**src/rtl/ks8_accum_sequencer.sv**
```systemverilog
// ks8_accum_sequencer: 16-bit MAC accumulator built from two passes through one 8-bit Kogge-Stone adder.
// 3 cycles per product (accept, low byte, high byte); in_ready only in WAIT_IN, result held until out_ready.

module ks8_adder (
  input  logic [7:0] a,
  input  logic [7:0] b,
  input  logic       cin,
  output logic [7:0] s,
  output logic       cout
);
  logic [7:0] p0, g0, g1, p1, g2, p2, g3;

  assign p0 = a ^ b;
  // cin is folded into the bit-0 generate so the prefix tree yields carries directly
  assign g0 = {a[7:1] & b[7:1], (a[0] & b[0]) | (p0[0] & cin)};
  assign g1 = g0 | (p0 & {g0[6:0], 1'b0});
  assign p1 = p0 & {p0[6:0], 1'b1};
  assign g2 = g1 | (p1 & {g1[5:0], 2'b00});
  assign p2 = p1 & {p1[5:0], 2'b11};
  assign g3 = g2 | (p2 & {g2[3:0], 4'h0});
  assign s    = p0 ^ {g3[6:0], cin};
  assign cout = g3[7];
endmodule

module ks8_accum_sequencer #(
  parameter int N_TERMS = 4
) (
  input  logic        clk,
  input  logic        rst_n,
  input  logic        start,
  input  logic [15:0] init_acc,
  input  logic        in_valid,
  output logic        in_ready,
  input  logic [7:0]  in_data,
  output logic        out_valid,
  input  logic        out_ready,
  output logic [15:0] out_acc,
  output logic        out_ovf,
  output logic        busy
);
  typedef enum logic [2:0] {IDLE, WAIT_IN, ADD_LO, ADD_HI, DONE} state_t;

  localparam logic [7:0] LAST_CNT = 8'(N_TERMS - 1);

  state_t      state, state_nxt;
  logic [15:0] acc;
  logic [7:0]  cnt;
  logic [7:0]  operand;
  logic        carry_r;
  logic        ovf;
  logic [7:0]  add_a, add_b, add_s;
  logic        add_cin, add_cout;

  ks8_adder u_add (
    .a    (add_a),
    .b    (add_b),
    .cin  (add_cin),
    .s    (add_s),
    .cout (add_cout)
  );

  // Adder operands are parked at zero outside the two add states to keep it quiet
  always_comb begin
    state_nxt = state;
    add_a     = 8'h00;
    add_b     = 8'h00;
    add_cin   = 1'b0;
    in_ready  = 1'b0;
    out_valid = 1'b0;
    out_acc   = 16'h0000;
    out_ovf   = 1'b0;
    busy      = 1'b1;
    case (state)
      IDLE: begin
        busy = 1'b0;
        if (start) state_nxt = WAIT_IN;
      end
      WAIT_IN: begin
        in_ready = 1'b1;
        if (in_valid) state_nxt = ADD_LO;
      end
      ADD_LO: begin
        add_a     = acc[7:0];
        add_b     = operand;
        state_nxt = ADD_HI;
      end
      ADD_HI: begin
        add_a     = acc[15:8];
        add_cin   = carry_r;
        state_nxt = (cnt == LAST_CNT) ? DONE : WAIT_IN;
      end
      DONE: begin
        out_valid = 1'b1;
        out_acc   = acc;
        out_ovf   = ovf;
        if (out_ready) state_nxt = IDLE;
      end
      default: state_nxt = IDLE;
    endcase
  end

  always_ff @(posedge clk or negedge rst_n) begin
    if (!rst_n) state <= IDLE;
    else        state <= state_nxt;
  end

  always_ff @(posedge clk or negedge rst_n) begin
    if (!rst_n) begin
      acc     <= 16'h0000;
      cnt     <= 8'h00;
      operand <= 8'h00;
      carry_r <= 1'b0;
      ovf     <= 1'b0;
    end else begin
      case (state)
        IDLE: begin
          if (start) begin
            acc <= init_acc;
            cnt <= 8'h00;
            ovf <= 1'b0;
          end
        end
        WAIT_IN: begin
          if (in_valid) operand <= in_data;
        end
        ADD_LO: begin
          acc[7:0] <= add_s;
          carry_r  <= add_cout;
        end
        ADD_HI: begin
          acc[15:8] <= add_s;
          if (add_cout) ovf <= 1'b1;
          if (cnt != LAST_CNT) cnt <= cnt + 8'd1;
        end
        default: ;
      endcase
    end
  end
endmodule

```
**config.mk**
```make
export PLATFORM = sky130hd
export DESIGN_NAME = ks8_accum_sequencer
export DESIGN_NICKNAME = d
export VERILOG_FILES = /design/src/rtl/ks8_accum_sequencer.sv
export SDC_FILE = /design/constraint.sdc
export NUM_CORES = 1
export LEC_CHECK = 0
export CAP_MARGIN = 20
export CORE_UTILIZATION = 35
export CTS_BUF_LIST = sky130_fd_sc_hd__clkbuf_2 sky130_fd_sc_hd__clkbuf_4 sky130_fd_sc_hd__clkbuf_8
export DETAILED_ROUTE_END_ITERATION = 12
export PLACE_DENSITY = 0.6
export REMOVE_ABC_BUFFERS = 1
export SLEW_MARGIN = 25
export SYNTH_ARGS = -nofsm -noshare
export SYNTH_HDL_FRONTEND = slang
export SYNTH_SLANG_ARGS = --single-unit
```
**constraint.sdc**
```tcl
create_clock -name clk -period 2.8 [get_ports clk]
set_input_delay 0.56 -clock clk [delete_from_list [all_inputs] [get_ports clk]]
set_output_delay 0.56 -clock clk [all_outputs]
set_load 0.01 [all_outputs]
```
======== Word-level counts from Yosys, hierarchy flattened ========
Cells that the tools add are included.
storage, ports and cells
  bits in registers ....................... 37
operators by class
  add/sub/neg operators ................... 1
  eq/ne operators ......................... 11
  muxes and demuxes ....................... 22
  bitwise operators ....................... 14
  reductions and logical operators ........ 9
operators with widths
  operator                                                                  count
  8-bit case mux with 2 select lines                                        4
  8-bit AND                                                                 5
  16-bit two-way mux                                                        2
  8-bit two-way mux                                                         3
  8-bit bitwise OR                                                          3
  8-bit bitwise XOR                                                         2
  3-bit case mux with 5 select lines                                        1
  3-bit two-way mux                                                         4
  3-bit AND reduction                                                       3
  8-bit by 1-bit adder with 8-bit output (second input constant)            1
  8-bit by 2-bit equality test with 1-bit output (second input constant)    1
  2-bit inequality test (second input constant)                             4
  8-bit by 2-bit inequality test with 1-bit output (second input constant)  1
  7-bit AND                                                                 1
  1-bit two-way mux                                                         7
  3-bit by 2-bit equality test with 1-bit output (second input constant)    2
  2-bit AND reduction                                                       3
  2-bit nonzero test                                                        2
  3-bit by 1-bit equality test with 1-bit output (second input constant)    1
  3-bit equality test (second input constant)                               1
  3-bit zero test                                                           1
  1-bit AND                                                                 2
  2-bit by 1-bit inequality test with 1-bit output (second input constant)  1
  1-bit case mux with 2 select lines                                        1
  1-bit bitwise OR                                                          1

======== Depth between registers and ports, before layout ========
Gate-level depths: netlist (run 1).
  depth after elaboration ................. 13
  mapped depth ............................ 12

======== Hierarchy ========
Synthesis (run 1) repeated with hierarchy kept, for this count alone.
unflattened totals
  cells, all modules ...................... 230
  area, all modules ....................... 2369.8 um^2
modules (own cells, without submodules)
  module               instances  cells an instance  area an instance (um^2)
  ks8_accum_sequencer  1          187                2000.7
  ks8_adder            1          43                 369.1

======== Least setup slack after synthesis (run 1) ========
Ideal clock, no wire load.
  path type ............................... flip-flop to flip-flop
  start point ............................. register state[1]
  end point ............................... register ovf
  setup time .............................. 0.130 ns
  data arrival time ....................... 2.572 ns
  path slack .............................. 0.098 ns
  cell stages (with the launch flop) ...... 13
  cell sequence ........................... dfrtp_1 -> buf_4 -> nand2b_1 -> nor2_1 -> clkbuf_1 -> a22o_1 -> fa_1 -> fa_1 -> a21o_1 -> nand4_1 -> nand2_1 -> a21oi_1 -> o21ai_0
on the way
  longest elaborated chain between the ends .. 13
  elaborated cells between the ends (all ways) .. 24
RTL lines
  element                                                                  line     source
  start: declaration                                                       45       state_t state, state_nxt;
  start signal: assignment                                                 104      else state <= state_nxt;
  3-bit by 2-bit equality test with 1-bit output (on tied branches)        73, 115
  8-bit case mux with 2 select lines or 8-bit two-way mux (tied branches)  73       case (state)
  8-bit bitwise XOR                                                        13       assign p0 = a ^ b;
  1-bit AND                                                                15       assign g0 = {a[7:1] & b[7:1], (a[0] & b[0]) | (p0[0] & cin)};
  1-bit bitwise OR                                                         15
  8-bit AND                                                                16       assign g1 = g0 | (p0 & {g0[6:0], 1'b0});
  8-bit bitwise OR                                                         16
  8-bit AND                                                                18       assign g2 = g1 | (p1 & {g1[5:0], 2'b00});
  8-bit bitwise OR                                                         18
  8-bit AND                                                                20       assign g3 = g2 | (p2 & {g2[3:0], 4'h0});
  8-bit bitwise OR                                                         20
  2-bit by 1-bit inequality test with 1-bit output (no source line)        -
  3-bit AND reduction (no source line)                                     -
  end signal: assignment                                                   113      ovf <= 1'b0;
  end signal: assignment                                                   120      ovf <= 1'b0;
  end signal: assignment                                                   132      if (add_cout) ovf <= 1'b1;
  end: declaration                                                         50       logic ovf;
Several ways; a longest one is shown, not always the timed one.
A chain may end at the register's enable or synchronous reset.

======== Worst setup path in the final report (run 1) ========
  start point ............................. register state[0]
  end point ............................... register ovf
Same word-level chain as after synthesis.

==> impl_results.md, run 1 <==
- Outcome: complete, no violations
- Total Neg Setup Slack: 0 ns
- Avg WL per Cell: 14.57 um
- Worst reg2reg endpoint: ovf
- Placed Area: between 2000 and 3000 um^2
- Via density: 5.091
- Gr ovfl total: 0
- Worst slew margin: 0.3902
- CP endpoint kind: flip-flop
- CP Max Fanout: 9
- CORE AREA: between 6000 and 7000 um^2
- Hold crit path type: flip-flop to flip-flop
- Synth warn: 0
- H-Tree Level Count: 2
- Share of flip-flops with an asynchronous set or reset: 1.000
- Via count: 1843
- Depth of the most critical reg-to-reg path: 10
- Hold path endpoint: carry_r
- Yosys top cell by area: dfrtp_1
- Leak: 1.322 nW
- Flop pwr share: 0.387
- TritonCTS clock tree: yes
- Worst hold start: carry_r
- Largest net degree at the start of global routing: 38
- Finished Cell Area: 2942 um^2
- Post-CTS setup buffers: 0
- TritonCTS buffer count: 5
- RSZ-0062 raised after global routing: no
- Row cnt: 28
- Io pins: 49
- Post-Route WL: approximately 5300 um
- Hold_buf cts: 0
- Clk Latency, worst-skew pair: 0.29 ns
- Comb pwr share: 0.431
- Final hold vios: 0
- Share of the synthesized area in the top cell type: 0.4162
- Post-DP HPWL: approximately 3800 um
- Switching fraction of total power: 0.3802
- Placer Congestion: between 0.7 and 0.8
- Worst hold stages: 2
- GR Util All Layers: 0.1813
- Switching power: 877.6 uW
- Sequential share of the synthesized area: 0.4162
- Worst EP required: 2.96 ns
- First-pass DRT Iterations: 4
- Pint: 1.431 mW
- Die Area: roughly 6700 um^2
- Final #Nets: 325
- Worst Tran Pin Value: 0.9113 ns
- DR iter-0 viols: 77
- First-pass GRT wire length: 8873 um
- Main synth FF type: dfrtp_1
- Tmin final: 2.606 ns
- Setup Skew: 0.005867 ns
- Power Total: 2.308 mW
- Fin crit share: 0.9305
- Final setup margin: 0.1945 ns
- Layout cells sized above 1: 0.1289
- Post-DRT Antenna Nets: 0
- Peak supply drop: 0.4178 mV
- Reg clk slew, reported paths: 0.08 ns
- Crit path kind: flip-flop to flip-flop
- Layout area overhead: 32.23%
- Initial antenna violation count: 0
- Slew Limit Fails: 0
- Yosys cell types: a little over 40
- Pwr Density: 784.7 nW/um^2
- Antenna cells: 0
- Worst Path Arrival: 2.77 ns
- Clock sink count: 37
- Initial core utilization: 0.3692
- Most common cell in the netlist: dfrtp_1
- Crit start category: flip-flop
- Overall die width: 81.73 um
- Core Util, Final: 0.4882
- Vias in the first global route: ~1.8k
- Final Setup Violations: 0
- Drt drc: 0
- Post-synthesis cell count: 229
- IO buf count: 48
- Pre-CTS setup slack: 0.1630 ns
- Syn avg cell area: between 9 and 10 um^2
- Post-synth EDFFs: 0
- Reg2reg start: state[0]
- Die height: 81.73 um
- Clock power share: 0.182
- Top cells by instance count after synthesis: dfrtp_1 (37), and2_1 (29), nand2_1 (25), o21ai_0 (14)
- Dominant cells by area after synthesis: dfrtp_1 (42%), and2_1 (8.2%), ha_1 (4.5%), nand2_1 (4.2%), mux2_2 (4.0%)
- Fill cell count: 596
- Yosys reg bits: 37
- Max cap viols: 0
- Max clock buf depth: 2
- Max Freq: approximately 380 MHz
- Flop2flop setup slack: 0.19 ns
- Mapped Area: 2225 um^2
- Clock Root Buffer: clkbuf_8
cell usage in the layout (no fill, tap or decap), types with 2 or more instances in the layout:
cell type / Yosys / routed
a211oi_1: 4 / 4
nor2_1: 12 / 11
dfrtp_1: 37 / 36
nand2_1: 25 / 25
fa_1: 2 / 2
a21o_1: 5 / 5
clkbuf_8: 0 / 7
nand3_1: 5 / 5
xnor2_1: 4 / 4
inv_1: 2 / 2
a22o_1: 9 / 9
mux2i_1: 5 / 5
clkdlybuf4s50_1: 0 / 48
xor2_1: 7 / 7
nor2_2: 2 / 3
mux2_2: 8 / 8
nand4_1: 3 / 3
ha_1: 8 / 8
and2_1: 29 / 29
o21ai_0: 14 / 14
buf_4: 1 / 12
a21oi_1: 12 / 12
a22oi_1: 8 / 8
registers in the layout (all words and copies together), names as in the netlist:
| name | count |
|---|---|
| acc | 16 |
| cnt | 8 |
| operand | 8 |
| state | 3 |
| carry_r | 1 |
| ovf | 1 |
logic make-up after synthesis:
group,count (synthesis),synth area share
AND/OR/NAND/NOR,89,0.2137
XOR/XNOR,11,0.04331
buffers and inverters,12,0.02925
flip-flops,37,0.4162
multiplexers,13,0.06299
AO/OA/AOI/OAI,57,0.1716
adder cells (fa/ha/maj),10,0.06299
through the flow:
stage	cells	hold WS, ns
floorplan	219	0.2644
global placement	354	0.4835
detailed placement	354	0.4854
CTS	362	0.5041
global route	362	0.5198
finish	362	0.4982
power groups by stage:
stage / clock [mW] / combinational (mW) / sequential [mW]
after floorplan: 0 / 0.673 / 0.859
after global placement: 0 / 0.988 / 0.904
after detailed placement: 0 / 1.00 / 0.903
after CTS: 0.430 / 1.01 / 0.894
after global routing: 0.463 / 1.13 / 0.925
final: 0.419 / 0.995 / 0.894
layer usage:
| layer | up-vias | wire (um) | GRT usage |
|---|---|---|---|
| met4 | 0 | 59 | 0.04737 |
| li1 | 924 | - | - |
| met2 | 39 | 2391 | 0.2802 |
| met3 | 4 | 246 | 0.03556 |
| met5 | - | 0 | 0 |
| met1 | 876 | 2577 | 0.2575 |
timing repair:
item / 4_1_cts / 5_1_grt
hold endpoints to repair: 0 / 0
resized for setup: 0 / 1
endpoints found under the setup margin: 0 / 1
worst max-delay path: stages, from the launching register on:
cell	delay, ns
dfrtp_2	0.43
nand2b_1	0.17
nor2_2	0.08
a22o_1	0.25
fa_1	0.48
fa_1	0.42
a21o_1	0.19
nand4_1	0.09
nand2_1	0.09
a21oi_1	0.18
o21ai_0	0.12
layout make-up:
class / instances / area, um^2 / area share
Inverter: 2 / 7.507 / 0.002552
Multi-Input combinational cell: 180 / 1241 / 0.4219
Clock inverter: 1 / 5.005 / 0.001701
Clock buffer: 7 / 96.34 / 0.03275
Tap cell: 75 / 93.84 / 0.03190
Sequential cell: 37 / 927.1 / 0.3152
Timing Repair Buffer: 60 / 570.5 / 0.1940
worst max-delay path by stage:
stage | start | to | slack [ns] | cells after the start
final | state[0] | ovf | 0.19 | 10
after global routing | state[0] | ovf | 0.04 | 10
after CTS | state[0] | ovf | 0.14 | 10
after detailed placement | state[0] | acc[14] | 0.16 | 10
after global placement | state[0] | acc[14] | 0.22 | 10
after floorplan | state[0] | acc[5] | -0.27 | 9
Note: power is estimated with default switching activity, not from simulation.
==> run 2: changes to the inputs <==
Settings changed: MAX_ROUTING_LAYER from default to met4, PLACE_DENSITY 0.6 to 0.58, SLEW_MARGIN 25 to default.
Clock period 2.8 ns to 2.9 ns, I/O delays scaled along.
==> run 2 against run 1 <==
Global-route usage grew 0.41 points. First-iteration DRC count rose by 7.8%. Clock skew barely moved. Fmax shrank 4.1%. Utilization is 0.23 points lower. Register-to-register slack about the same. Worst setup slack worse by 0.011 ns. Sequential share of layout area increased by 0.15 points. Critical path depth is the same. Non-clock buffer count decreased by 1. Critical path type unchanged. Critical endpoint unchanged. Largest cell class unchanged.
==> impl_results.md, run 2 (synthesized netlist as in run 1, its figures left out) <==
- Outcome: complete, no violations
- Crit path kind: flip-flop to flip-flop
- Post-CTS setup buffers: 0
- Flop2flop setup slack: 0.18 ns
- Slew Limit Fails: 0
- CP endpoint kind: flip-flop
- Largest regs: acc (16), cnt (8), operand (8)
- Max clock buf depth: 2
- Setup Skew: 0.005770 ns
- Vias in the first global route: 1730
- Antenna cells: 0
- Top reg by flops: acc
- Worst Path Arrival: 2.88 ns
- Core Util, Final: 0.4859
- Critical path depth: 10
- Row cnt: 28
- Reg clk slew, reported paths: roughly 0.07 ns
- Clock sink count: 37
- Worst EP required: 3.06 ns
- H-Tree Level Count: 2
- TritonCTS buffer count: 5
- CP max stage delay: just under 0.5 ns
- Non-filler instance count after layout: 360
- Critical Path Slowest Stage Cell: fa_1
- Layout area overhead: 31.61%
- Overall die width: slightly above 80 um
- RSZ-0062 raised after global routing: no
- Largest net degree at the start of global routing: 38
- Pre-CTS setup slack: 0.2006 ns
- Io pins: 49
- Via density: 5.175
- Leak: 1.310 nW
- Worst slew margin: 0.6667
- TritonCTS clock tree: yes
- Drt drc: 0
- GR Util All Layers: 0.1855
- Crit-path most repeated cell: fa_1
- Clock Root Buffer: clkbuf_8
- Worst hold stages: 1
- Crit path max-delay family: adder cells
- Final hold vios: 0
- Most common cell after layout, fill and taps aside: clkdlybuf4s50_1
- Final #Nets: 324
- Pwr Density: 752.4 nW/um^2
- First-pass DRT Iterations: 5
- Buf/Inv on CP: 0
- Post-DP HPWL: 3969 um
- Crit start category: flip-flop
- Max Freq: between 300 and 400 MHz
- Hold crit path type: flip-flop to flip-flop
- CP cell instances: nand2b_1 -> nor2_2 -> a22o_1 -> fa_1 -> fa_1 -> a21o_1 -> nand4_1 -> nand2_1 -> a21oi_1 -> o21ai_0
- CORE AREA: 6026 um^2
- Gr ovfl total: 0
- Peak supply drop: around 0.36 mV
- Fin crit share: 0.9366
- Placed cells: around 350
- Avg WL per Cell: approximately 15 um
- Most frequent cells in the layout: clkdlybuf4s50_1 (48), dfrtp_1 (36), and2_1 (29)
- Placer Congestion: 0.8488
- Die Area: 6679 um^2
- Depth of the most critical reg-to-reg path: 10
- Final Setup Violations: 0
- Layout cells sized above 1: 0.1263
- Clk Latency, worst-skew pair: 0.29 ns
- Post-Route WL: between 5000 and 6000 um
- CP Max Fanout: 9
- Max reg flops: 16
- Tmin final: 2.716 ns
- Final setup margin: 0.1839 ns
- Post-DRT Antenna Nets: 0
- Initial core utilization: 0.3692
- Worst Tran Pin Value: 0.4982 ns
- First-pass GRT wire length: 8873 um
- IO buf count: 48
- DR iter-0 viols: 83
- Die height: ~82 um
- Via count: 1863
- Max cap viols: 0
- Initial antenna violation count: 0
## run 2: cell types whose count changed in the layout (fill, tap and decap cells not counted)
| cell | before | now |
|---|---|---|
| a211oi_1 | 4 | 3 |
| buf_4 | 12 | 11 |
| a211oi_2 | 0 | 1 |
| clkbuf_8 | 7 | 6 |
| clkinv_2 | 1 | 0 |
| clkbuf_4 | 0 | 1 |
## run 2: power breakdown
part | switching [mW] | internal (mW)
clock network | 0.175 | 0.198
registers | 0.164 | 0.717
logic | 0.500 | 0.449
total | 0.839 | 1.36
## run 2: cell type report
class | count | area, um^2
clock buffer | 7 | 90.09
fill | 611 | 3098
inverter | 2 | 7.507
multi-input combinational | 180 | 1246
sequential | 37 | 927.1
tap | 75 | 93.84
timing repair buffer | 59 | 563.0
## run 2: per-layer routing
| layer | global-route usage | share of wire |
|---|---|---|
| met5 | - | 0 |
| met4 | 0.06316 | 0.014 |
| met3 | 0.03222 | 0.056 |
| met2 | 0.2785 | 0.45 |
| met1 | 0.2517 | 0.48 |
## run 2: metrics by stage
| step | hold slack [ns] | power (mW) | setup TNS [ns] | cell area (um^2) |
|---|---|---|---|---|
| 2_1_floorplan | 0.2844 | 1.479 | -0.8028 | 2167 |
| 3_3_place_gp | 0.4840 | 1.831 | 0 | 2831 |
| 3_5_place_dp | 0.4879 | 1.840 | 0 | 2831 |
| 4_1_cts | 0.5043 | 2.224 | 0 | 2922 |
| 5_1_grt | 0.5232 | 2.388 | 0 | 2928 |
| 6_report | 0.5025 | 2.203 | 0 | 2928 |
## run 2: timing repair
item	CTS	global route
hold buffers	0	0
endpoints found under the setup margin	0	2
gates resized for setup	0	2
## run 2: worst reg2reg max path, stage by stage (launching register included)
cell	delay, ns
dfrtp_1	0.47
nand2b_1	0.18
nor2_2	0.08
a22o_1	0.27
fa_1	0.49
fa_1	0.43
a21o_1	0.19
nand4_1	0.09
nand2_1	0.09
a21oi_1	0.20
o21ai_0	0.11
## run 2: path summary, 6_finish.rpt
kind / from / to
min: operand[7] / operand[7]
min in group asynchronous: rst_n / state[0]
max in group asynchronous: rst_n / state[1]
max: state[0] / ovf
max reg2reg: state[0] / ovf
min reg2reg: operand[7] / operand[7]
